$ cat src/rtl/riscv_pkg.sv
// Shared RV32 constants for the front-end: bubble encoding, register field
// positions and the IF/ID register layout.
package riscv_pkg;

  localparam int XLEN    = 32;
  localparam int REG_W   = 5;
  localparam int RS1_LSB = 15;
  localparam int RS2_LSB = 20;
  localparam int RD_LSB  = 7;

  // addi x0,x0,0 -- architecturally a no-op, used to fill IF/ID on bubbles
  localparam logic [XLEN-1:0] NOP_INSTR = 32'h0000_0013;

  localparam logic [15:0] CNT_MAX = 16'hFFFF;

  typedef struct packed {
    logic [XLEN-1:0] pc;
    logic [XLEN-1:0] instr;
    logic            valid;
  } ifid_t;

  // Extract a 5-bit register specifier starting at bit lsb
  function automatic logic [REG_W-1:0] reg_field(input logic [XLEN-1:0] instr,
                                                 input int lsb);
    return instr[lsb +: REG_W];
  endfunction

endpackage

$ cat src/rtl/sat_counter16.sv
// 16-bit event counter that sticks at all-ones instead of wrapping.
module sat_counter16
  import riscv_pkg::CNT_MAX;
(
  input  logic        clk,
  input  logic        i_clear,
  input  logic        i_enable,
  output logic [15:0] o_count
);

  logic [15:0] r_count;

  // Clear wins over enable; increment only below the ceiling
  always_ff @(posedge clk) begin
    if (i_clear)
      r_count <= '0;
    else if (i_enable && (r_count != CNT_MAX))
      r_count <= r_count + 16'd1;
  end

  assign o_count = r_count;

endmodule

$ cat src/rtl/if_id_stage.sv
// Fetch PC register plus IF/ID pipeline register with redirect, load-use
// stall and imem wait handling. imem_addr comes straight from the PC flop.
module if_id_stage
  import riscv_pkg::XLEN, riscv_pkg::REG_W, riscv_pkg::RS1_LSB,
         riscv_pkg::RS2_LSB, riscv_pkg::RD_LSB, riscv_pkg::ifid_t,
         riscv_pkg::reg_field;
#(
  parameter logic [XLEN-1:0] RESET_PC  = 32'h0000_0000,
  parameter logic [XLEN-1:0] NOP_INSTR = riscv_pkg::NOP_INSTR
) (
  input  logic             clk,
  input  logic             reset,
  input  logic             stall,
  input  logic             branch_taken,
  input  logic [XLEN-1:0]  branch_target,
  output logic [XLEN-1:0]  imem_addr,
  input  logic [XLEN-1:0]  imem_rdata,
  input  logic             imem_valid,
  output logic [XLEN-1:0]  pc_IF_ID,
  output logic [XLEN-1:0]  instr_IF_ID,
  output logic             valid_IF_ID,
  output logic [REG_W-1:0] rs1_IF_ID,
  output logic [REG_W-1:0] rs2_IF_ID,
  output logic [REG_W-1:0] rd_IF_ID,
  output logic             bubble_ID_EX,
  output logic [15:0]      stall_count,
  output logic [15:0]      flush_count,
  output logic             misalign_err
);

  localparam ifid_t BUBBLE = '{pc: '0, instr: NOP_INSTR, valid: 1'b0};

  logic [XLEN-1:0] r_pc;
  ifid_t           r_ifid;
  logic            r_misalign;

  logic [XLEN-1:0] w_pc_nxt;
  ifid_t           w_ifid_nxt;
  logic            w_misalign_nxt;
  logic            w_stall_evt;
  logic            w_flush_evt;

  // Next-state mux: redirect > stall > imem wait > advance (reset in the flop)
  always_comb begin
    w_pc_nxt       = r_pc;
    w_ifid_nxt     = r_ifid;
    w_misalign_nxt = r_misalign;
    if (branch_taken) begin
      w_pc_nxt       = {branch_target[XLEN-1:2], 2'b00};
      w_ifid_nxt     = BUBBLE;
      w_misalign_nxt = r_misalign | (|branch_target[1:0]);
    end else if (stall) begin
      w_pc_nxt   = r_pc;
      w_ifid_nxt = r_ifid;
    end else if (!imem_valid) begin
      w_pc_nxt   = r_pc;
      w_ifid_nxt = BUBBLE;
    end else begin
      // PC+4 wraps naturally at 2^32
      w_pc_nxt         = r_pc + 32'd4;
      w_ifid_nxt.pc    = r_pc;
      w_ifid_nxt.instr = imem_rdata;
      w_ifid_nxt.valid = 1'b1;
    end
  end

  // PC, IF/ID and sticky misalign state; reset overrides everything
  always_ff @(posedge clk) begin
    if (reset) begin
      r_pc       <= RESET_PC;
      r_ifid     <= BUBBLE;
      r_misalign <= 1'b0;
    end else begin
      r_pc       <= w_pc_nxt;
      r_ifid     <= w_ifid_nxt;
      r_misalign <= w_misalign_nxt;
    end
  end

  // A stall that coincides with a redirect is not counted as a stall
  assign w_stall_evt = stall & ~branch_taken;
  assign w_flush_evt = branch_taken;

  sat_counter16 u_stall_cnt (
    .clk      (clk),
    .i_clear  (reset),
    .i_enable (w_stall_evt),
    .o_count  (stall_count)
  );

  sat_counter16 u_flush_cnt (
    .clk      (clk),
    .i_clear  (reset),
    .i_enable (w_flush_evt),
    .o_count  (flush_count)
  );

  assign imem_addr    = r_pc;
  assign pc_IF_ID     = r_ifid.pc;
  assign instr_IF_ID  = r_ifid.instr;
  assign valid_IF_ID  = r_ifid.valid;
  // Decoded from the registered instruction so bubbles give x0/x0/x0
  assign rs1_IF_ID    = reg_field(r_ifid.instr, RS1_LSB);
  assign rs2_IF_ID    = reg_field(r_ifid.instr, RS2_LSB);
  assign rd_IF_ID     = reg_field(r_ifid.instr, RD_LSB);
  assign bubble_ID_EX = stall | branch_taken;
  assign misalign_err = r_misalign;

endmodule

$ cat config.mk
export PLATFORM = sky130hd
export DESIGN_NAME = if_id_stage
export DESIGN_NICKNAME = d
export VERILOG_FILES = /design/src/rtl/riscv_pkg.sv /design/src/rtl/sat_counter16.sv /design/src/rtl/if_id_stage.sv
export SDC_FILE = /design/constraint.sdc
export NUM_CORES = 1
export LEC_CHECK = 0
export CAP_MARGIN = 25
export CELL_PAD_IN_SITES_DETAIL_PLACEMENT = 0
export CELL_PAD_IN_SITES_GLOBAL_PLACEMENT = 1
export CORE_MARGIN = 5
export CORE_UTILIZATION = 34
export CTS_CLUSTER_DIAMETER = 120
export DETAILED_ROUTE_END_ITERATION = 10
export GPL_TIMING_DRIVEN = 0
export MAX_ROUTING_LAYER = met4
export PLACE_DENSITY = 0.88
export SYNTH_ARGS = -nofsm -noshare
export SYNTH_HDL_FRONTEND = slang
export SYNTH_SLANG_ARGS = --single-unit
$ cat constraint.sdc
create_clock -name clk -period 3.6 [get_ports clk]
set_input_delay 0.72 -clock clk [delete_from_list [all_inputs] [get_ports clk]]
set_output_delay 0.72 -clock clk [all_outputs]
set_load 0.02 [all_outputs]
# Yosys cells after proc, flatten, opt, wreduce, memory -nomap -nowiden
# Cells that the tools add are included.
# W data, S select, Z words.
[classes]
n_addsub = 3
n_eq_ne = 3
n_mux = 4
n_bitwise = 5
n_reduce_logical = 7
[ops]
columns = ["operator", "n"]
rows = [
  ["$mux W32", 3],
  ["$mux W65", 1],
  ["$add A16 B1 Y16 const B", 2],
  ["$add A32 B3 Y32 const B", 1],
  ["$ne A16 B16 Y1 const B", 2],
  ["$reduce_and A2 Y1", 2],
  ["$reduce_or A2 Y1", 2],
  ["$logic_and A1 B1 Y1", 2],
  ["$ne A2 B1 Y1 const B", 1],
  ["$not A1 Y1", 2],
  ["$or A1 B1 Y1", 2],
  ["$reduce_bool A2 Y1", 1],
  ["$and A1 B1 Y1", 1],
]
[totals]
regBits = 130
input_bits = 69
out_inout_bits = 146
wordCells = 30

# Logic depth before layout (Yosys ltp)
# Gate-level depths: netlist (run 1).
[depth]
ltp_word = 4
mapped_depth = 6
mapped_depth_nobuf = 5

# By module
# From an unflattened synthesis (run 1), not the netlist that was laid out.
[unflattened]
cells_unflattened = 656
area_unflattened_um2 = 5703.0
[by_module_without_submodules]
columns = ["module", "n_inst", "cells_per_inst", "area_per_inst_um2", "seq_area_each_um2"]
rows = [
  ["if_id_stage", 1, 458, 4006.3, 1881.8],
  ["sat_counter16", 2, 99, 848.3, 320.3],
]

# Worst setup path after synthesis (run 1)
# No wires, ideal clock.
[synth_timing]
path_kind = "input port to output port"
startpoint = "in branch_taken"
endpoint = "out bubble_ID_EX"
arrival_time_ns = 1.483
t_required_ns = 2.880
slack_ns = 1.397
path_stages = 4
n_path_buf = 2
cell_sequence = "clkbuf_1 -> inv_2 -> clkbuf_1 -> nand2_1"
[synth_between]
elab_chain_cells = 1
[synth_lines]
columns = ["element", "line", "source"]
rows = [
  ["start: declaration", "if_id_stage.sv:14", "input logic branch_taken,"],
  ["$or A1 B1 Y1", "if_id_stage.sv:106", "assign bubble_ID_EX = stall | branch_taken;"],
  ["end: declaration", "if_id_stage.sv:25", "output logic bubble_ID_EX,"],
]
# Every way passes these cells.

# Final worst setup path (run 1)
# Same ends and word-level chain as after synthesis.

==> Flow_metrics.wiki, run 1 <==
{| class="wikitable"
! Metric !! Value
|-
| Final RePlAce weighted congestion || 0.866
|-
| Area share of xor/xnor cells in the synthesized design || 1.39%
|-
| Syn Std Cell Area || 0.00569 sq mm
|-
| Port buffer count || 209
|-
| Pwr Total || ~3.8 mW
|-
| Post-synthesis async set-or-reset flop share || 0%
|-
| Register bit total from synthesis || 126
|-
| Launch point of the worst hold path || valid_IF_ID$_SDFFE_PP0N_
|-
| Largest net degree at the start of global routing || 17
|-
| Share of synthesized area occupied by flip-flops and latches || 44.3%
|-
| Clock-pin slew of the registers on the worst-case setup and hold paths || 0.05 ns
|-
| H-tree depth reported by CTS || 4
|-
| Critical path's largest stage delay || 0.59 ns
|-
| Endpoint kind of the worst setup timing path || output port
|-
| Share of final-layout standard cells stronger than drive strength 1 || 8.37%
|-
| Remaining max-slew budget at the tightest pin || 46.3%
|-
| Combinational family with the most area after synthesis || simple AND/OR/NAND/NOR gates
|-
| Post-Route WL || 20,000 microns
|-
| Post-placement cell count || 1,096
|-
| Run status || completed
|-
| Wire length of the first global-routing pass || 31,200 microns
|-
| Launch instance of the worst register-to-register path || imem_addr[2]$_SDFFE_PP0P_
|-
| Number of max-slew violations in the final report || 0
|-
| Top cell type's share of synthesized area || 44.3%
|-
| Mean instance size in the synthesized netlist || 8.57 sq um
|-
| Cell type with the highest aggregate area in the netlist || dfxtp_1
|-
| Synthesized instance count || 664
|-
| Largest cells by area after synthesis || dfxtp_1 (44%), a22oi_1 (7.8%), nor2_1 (6.7%)
|-
| Post-route insts no fill || 1,128
|-
| Number of rows in the core area || 47
|-
| Fill count || 1,588
|-
| Slew of the pin with the lowest slew margin || 0.806 ns
|-
| Startpoint types || input port
|-
| Via density per instance || 5.28
|-
| RSZ-0062 raised after global routing || false
|-
| Max capacitance violation total || 0
|-
| Number of DRC markers after the initial detailed-route iteration || 326
|-
| Type of the setup path with the least slack || input port to output port
|-
| Synth Area in Compound Gates || 19.5%
|-
| Highest achievable clock rate || 289 MHz
|-
| Top-level I/O count || 215
|-
| Post-Synth Adder-Cell Area || less than 1%
|-
| Class of the worst hold path || flip-flop to flip-flop
|-
| Clock buffer depth || 2
|-
| Detailed placement HPWL || between 15,000 and 20,000 microns
|-
| Vias in the first global route || 5,689
|-
| Depth of the worst hold-timing path || 2
|-
| Post-route setup TNS || 0 ns
|-
| CTS tree || yes
|-
| Multiplexer area fraction after synthesis || 2.73%
|-
| 1st-pass router iterations || 5
|-
| Die Wd || about 140 microns
|-
| Critical path data arrival time || 2.74 ns
|-
| Endpoint of the worst hold path || valid_IF_ID$_SDFFE_PP0N_
|-
| Overall die area || 0.0194 sq mm
|-
| CORE AREA || 0.0165 sq mm
|-
| Die extent in y || about 140 microns
|-
| DRC violations left || 0
|-
| Antenna Cells || 0
|-
| Top fanout value on the critical path || 10
|-
| Max VDD drop || 0.318 mV
|-
| Dominant register cell in the synthesized netlist || dfxtp_1
|-
| Simple-gate share of the synthesized area || 24.5%
|-
| Initial antenna violation count || 0
|-
| Most common cell type on the critical path || clkdlybuf4s50_1
|-
| Cell leakage power || 3.02 nW
|-
| Most frequent cells after synthesis || dfxtp_1 (126), nor2_1 (102), a22oi_1 (59), clkbuf_1 (42), nand2_1 (34)
|-
| Via count of the routed design || 5,955
|-
| Initial cell density of the core || 34.4%
|-
| Number of nets in the final layout || ~970
|-
| Final period demand of the worst path || 3.46 ns
|-
| Depth of the worst register-to-register path || 5
|-
| Count of endpoints failing hold in the final timing report || 0
|-
| Ys Warns || 0
|-
| Layout overhead on the synthesized area || 53.5%
|-
| Power density over the cells || 438 mW/mm^2
|-
| TritonCTS buffer count || 17
|-
| Total congestion overflow || 0
|-
| Global-route total usage across every layer || 20.6%
|-
| Unique cell type count in the Yosys netlist || 55
|-
| Critical R2R Capture || imem_addr[24]$_SDFFE_PP0P_
|-
| Utilization of the core after routing || 52.9%
|-
| Post-route worst hold slack || 0.470 ns
|-
| Cells along the critical path || clkdlybuf4s50_1, clkbuf_2, inv_2, clkbuf_1, nand2_1, clkdlybuf4s50_1
|-
| Number of failing setup endpoints in the final timing report || 0
|-
| Cell type of the slowest stage on the worst timing path || clkdlybuf4s50_1
|-
| Clock Tree Root || clkbuf_16
|-
| Req. time, crit path || approximately 2.9 ns
|-
| Number of enable flip-flop cells after synthesis || 0
|-
| Layout Skew || 0.00744 ns
|-
| Detail Route Antenna Nets || 0
|-
| Dominant cell by count in the synthesized netlist || dfxtp_1
|-
| Latest clock arrival within the worst-skew pair || 0.41 ns
|-
| Postcts setup bufs || 0
|-
| Worst reg2reg setup slack || 1.39 ns
|-
| Final clock period utilization by the worst path || just under 100%
|-
| Number of sinks driven by the clock tree || approximately 130
|-
| Wire per inst || 17.7 microns
|}
layout make-up:
type                            instances  area (sq um)  share of cell area (%)
Sequential cell                       126          2520                    28.9
Clock inverter                         13           210                    2.41
Tap cell                              220           275                    3.15
Multi-Input combinational cell        457          2790                    31.9
Clock buffer                           19           453                    5.19
Buffer                                 67           328                    3.75
Inverter                               17          63.8                   0.731
Timing Repair Buffer                  209          2090                    24.0
through the flow:
step / cell area, sq um / setup slack [ns]
after floorplan: 5700 / 1.40
after global placement: 8070 / -0.0855
after detailed placement: 8070 / -0.0815
after CTS: 8730 / 0.127
after global routing: 8730 / 0.0409
final: 8730 / 0.138
critical path, delay by kind of cell:
kind / cells / cell delay (ns)
buf+inv: 5 / 1.92
simple gates: 1 / 0.10
timing repair:
item | 4_1_cts | 5_1_grt
endpoints found under the setup margin | 1 | 0
gates resized for setup | 2 | 0
hold buffers | 0 | 0
power by group:
group / internal, mW / switching, mW / total [mW] / leakage, nW
logic: 0.198 / 0.216 / 0.413 / 1.67
registers: 1.43 / 0.0542 / 1.49 / 1.03
clock network: 1.27 / 0.653 / 1.92 / 0.320
registers in the layout, indices dropped and copies added, names as in the netlist:
name                 flops
valid_IF_ID              1
u_flush_cnt.o_count     16
imem_addr               30
misalign_err             1
pc_IF_ID                30
u_stall_cnt.o_count     16
instr_IF_ID             32
worst max path at each step:
| stage | startpoint | end | slack [ns] | depth (start not counted) |
|---|---|---|---|---|
| finish | branch_taken | bubble_ID_EX | 0.14 | 6 |
| CTS | branch_taken | bubble_ID_EX | 0.13 | 6 |
| global placement | branch_taken | bubble_ID_EX | -0.09 | 6 |
| global route | branch_taken | bubble_ID_EX | 0.04 | 6 |
| detailed placement | branch_taken | bubble_ID_EX | -0.08 | 6 |
| floorplan | branch_taken | bubble_ID_EX | 1.40 | 4 |
logic make-up after synthesis:
kind of cell / Yosys count
other: 1
adder cells (fa/ha/maj): 3
buffers and inverters: 84
AND/OR/NAND/NOR: 270
XOR/XNOR: 9
flip-flops: 126
AO/OA/AOI/OAI: 157
multiplexers: 14
placed cells by master (no fill, tap or decap), types with 6 or more instances in the layout:
cell type,count
dfxtp_1,126
and4_1,12
or4_1,11
a311oi_1,10
o21ai_0,16
or3_1,6
and3_1,9
a211oi_1,10
nor3_1,14
o31ai_1,8
clkdlybuf4s50_1,209
nor4_1,8
xnor2_1,6
mux2_2,12
a21oi_1,25
a22oi_1,59
inv_1,16
clkbuf_16,17
clkbuf_1,40
nor2b_1,15
nand2_1,34
nand3_1,22
nand4_1,18
nor2_1,102
buf_4,19
layer usage:
layer | track usage [%] | share of wire, % | up-vias
met5 | - | 0 | -
li1 | - | - | 2899
met2 | 33.3 | 47 | 215
met1 | 25.6 | 45 | 2816
met3 | 5.49 | 6.3 | 25
met4 | 5.15 | 1.6 | 0
No activity file was read; power rests on OpenSTA's default activity.
==> inputs of run 2 (changes only) <==
- PLACE_DENSITY: 0.88 -> not set
- PLACE_DENSITY_LB_ADDON: not set -> 0.1
==> run 2 against run 1 <==
Compared with the run above: count of clock-buffer cells in the layout rose by 2; combinational power barely moved; power fell by 7.5%; worst setup slack improved by 0.042 ns; global-route usage rose by 0.84 points; non-clock buffer count fell by 1; sequential power barely moved; die area did not move.
==> Flow_metrics.wiki, run 2 (synthesized netlist as in run 1, its figures left out) <==
{| class="wikitable"
! Metric !! Value
|-
| Endpoint kind of the worst setup timing path || output port
|-
| Req. time, crit path || 2.88 ns (about the same)
|-
| Top-level I/O count || 215 (unchanged)
|-
| Via density per instance || 5.32 (+0.70%)
|-
| Placed Area || 0.00807 sq mm (unchanged)
|-
| Flop pwr share || 42.1% (+3.2 points)
|-
| Top fanout value on the critical path || 10 (unchanged)
|-
| Share of final-layout standard cells stronger than drive strength 1 || 7.74% (-0.63 points)
|-
| Via count of the routed design || 5,981 (+0.44%)
|-
| Post-Route WL || 20,400 microns (+2.2%)
|-
| Post-route setup TNS || 0 ns (unchanged)
|-
| Sw Pwr || 868 uW (-5.9%)
|-
| Final RePlAce weighted congestion || 0.833 (-3.8%)
|-
| Count of endpoints failing hold in the final timing report || 0 (unchanged)
|-
| Clock buffer depth || 2 (unchanged)
|-
| Critical R2R Capture || imem_addr[24]$_SDFFE_PP0P_
|-
| Launch instance of the worst register-to-register path || imem_addr[3]$_SDFFE_PP0P_
|-
| Routed met2 length || 9710 microns (+3.9%)
|-
| Fill count || 1,572 (-1.0%)
|-
| Worst reg2reg setup slack || 1.37 ns (-0.02 ns)
|-
| Number of DRC markers after the initial detailed-route iteration || 293 (-10%)
|-
| Startpoint types || input port
|-
| Top Metal Used || met4
|-
| Max capacitance violation total || 0 (unchanged)
|-
| Final clock period utilization by the worst path || 95.0% (-1.2 points)
|-
| Launch point of the worst hold path || misalign_err$_SDFFE_PP0P_
|-
| Die Wd || 139 microns (unchanged)
|-
| Cells along the critical path || clkdlybuf4s50_1, clkbuf_1, inv_1, nand2_1, clkdlybuf4s50_1
|-
| CTS tree || yes
|-
| RSZ-0062 raised after global routing || false
|-
| Latest clock arrival within the worst-skew pair || 0.41 ns (about the same)
|-
| Met1 wire length || 9300 microns (+2.3%)
|-
| Crit path launch || stall
|-
| Highest achievable clock rate || 292 MHz (+1.2%)
|-
| Depth of the worst register-to-register path || 5 (unchanged)
|-
| Summed area of non-filler cells in the final layout || 0.00862 sq mm (-1.3%)
|-
| Share of total power consumed by net switching || 24.5% (+0.41 points)
|-
| Combinational share of power || 11.7% (+0.9 points)
|-
| Clock-pin slew of the registers on the worst-case setup and hold paths || 0.05 ns (about the same)
|-
| Proportion of power drawn by the clock network || 46.3% (-4.0 points)
|-
| Clock Tree Root || clkbuf_16
|-
| TritonCTS buffer count || 17 (unchanged)
|-
| Initial antenna violation count || 1 (+1)
|-
| Internal power || 2.67 mW (-8.0%)
|-
| Overall die area || 0.0194 sq mm (unchanged)
|-
| Detailed placement HPWL || 15,600 microns (+3.3%)
|-
| Cell leakage power || 2.97 nW (-1.6%)
|-
| Flip-flop count of the largest register after layout || 32 (unchanged)
|-
| Wire length of the first global-routing pass || 32,800 microns (+5.2%)
|-
| Most frequent cells in the layout || clkdlybuf4s50_1 (209), dfxtp_1 (126), nor2_1 (102)
|-
| Endpoint of the worst hold path || misalign_err$_SDFFE_PP0P_
|-
| Largest net degree at the start of global routing || 17 (unchanged)
|-
| Cell type group with the largest total delay on the critical path || buffers and inverters
|-
| Number of rows in the core area || 47 (unchanged)
|-
| H-tree depth reported by CTS || 4 (unchanged)
|-
| Number of max-slew violations in the final report || 0 (unchanged)
|-
| Type of the setup path with the least slack || input port to output port
|-
| CORE AREA || 0.0165 sq mm (unchanged)
|-
| Most common cell type on the critical path || clkdlybuf4s50_1
|-
| 1st-pass router iterations || 5 (unchanged)
|-
| Port buffer count || 209 (unchanged)
|-
| Layout overhead on the synthesized area || 51.5%
|-
| Class of the worst hold path || flip-flop to flip-flop
|-
| Initial cell density of the core || 34.4% (unchanged)
|-
| Leading cell type in the layout, fill and taps excluded || clkdlybuf4s50_1
|-
| Max VDD drop || 0.312 mV (-1.8%)
|-
| Vias in the first global route || 5,991 (+5.3%)
|-
| Run status || completed
|-
| Detail Route Antenna Nets || 0 (unchanged)
|-
| Critical path data arrival time || 2.70 ns (-0.04 ns)
|-
| Critical path's largest stage delay || 0.60 ns (about the same)
|-
| Final period demand of the worst path || 3.42 ns (-0.0424 ns)
|-
| Global-route total usage across every layer || 21.4% (+0.84 points)
|-
| Slew of the pin with the lowest slew margin || 0.798 ns (-0.00788 ns)
|-
| Number of failing setup endpoints in the final timing report || 0 (unchanged)
|-
| Power density over the cells || 410 mW/mm^2 (-6.3%)
|-
| Die extent in y || 139 microns (unchanged)
|-
| Number of nets in the final layout || 966 (-0.10%)
|-
| Met3 layer wire length in the routed design || 1080 microns (-15%)
|-
| Depth of the worst hold-timing path || 2 (unchanged)
|-
| Cell type of the slowest stage on the worst timing path || clkdlybuf4s50_1
|-
| DRC violations left || 0 (unchanged)
|-
| Wire per inst || 18.2 microns (+2.5%)
|-
| Count of buffer and inverter cells on the critical path || 4 (-1)
|-
| Layout Skew || 0.00657 ns (-0.000868 ns)
|-
| Number of sinks driven by the clock tree || 126 (unchanged)
|-
| Remaining max-slew budget at the tightest pin || 46.4% (+0.083 points)
|-
| Total congestion overflow || 0 (unchanged)
|-
| # hold bufs at CTS || 0 (unchanged)
|}
## run 2: cell types whose count changed in the layout (fill, tap and decap cells not counted), sizes merged
cell,delta
bufinv,-3
clkbuf,+1
clkinvlp,-1
diode,+1
inv,-1
## run 2: metrics by stage
stage | utilization, % | power (mW) | cells | setup WS (ns) | hold WS, ns
after CTS | 52.2 | 3.58 | 1125 | 0.0468 | 0.453
final | 52.2 | 3.54 | 1125 | 0.180 | 0.452
after global routing | 52.2 | 3.68 | 1125 | 0.0940 | 0.496
after floorplan | - | 1.70 | 667 | 1.40 | 0.522
after detailed placement | 48.8 | 1.93 | 1096 | -0.124 | 0.445
after global placement | 48.8 | 1.93 | 1096 | -0.112 | 0.432
## run 2: area by class of cell
cell class / instances / area [sq um] / area share (%)
plain buffers: 66 / 323 / 3.74
clock inverters: 8 / 92.6 / 1.07
well taps: 220 / 275 / 3.19
clock buffers: 21 / 460 / 5.34
flip-flops and latches: 126 / 2520 / 29.3
repair buffers: 209 / 2090 / 24.3
multi-input cells: 457 / 2790 / 32.4
inverters: 17 / 63.8 / 0.740
diodes: 1 / 2.50 / 0.0290
## run 2: layer usage
metal | vias up | GRT usage (%)
met3 | 26 | 4.15
met2 | 203 | 34.4
met4 | 0 | 6.90
li1 | 2901 | -
met5 | - | -
met1 | 2851 | 27.2
## run 2: how the worst max path moves through the flow
stage | cells past startpoint | slack, ns | end
2_1_floorplan | 4 | 1.40 | bubble_ID_EX
3_3_place_gp | 6 | -0.11 | bubble_ID_EX
3_5_place_dp | 6 | -0.12 | bubble_ID_EX
4_1_cts | 6 | 0.05 | bubble_ID_EX
5_1_grt | 5 | 0.09 | bubble_ID_EX
6_report | 5 | 0.18 | bubble_ID_EX
## run 2: worst register-to-register path: stages, from the launching register on
cell	delay, ns
dfxtp_1	0.48
ha_1	0.23
and3b_1	0.25
nand4_1	0.43
or4_1	0.62
a31oi_1	0.16
## run 2: power by group through the flow
stage               Sequential (mW)  Combinational, mW  Clock [mW]
floorplan                      1.55              0.152           0
global placement               1.52              0.410           0
detailed placement             1.52              0.415           0
CTS                            1.49              0.417        1.67
global route                   1.49              0.448        1.74
finish                         1.49              0.413        1.64
## run 2: repair_timing
action,in CTS,in global routing
setup endpoints to repair,1,1
setup buffers,0,0
resized for setup,1,0
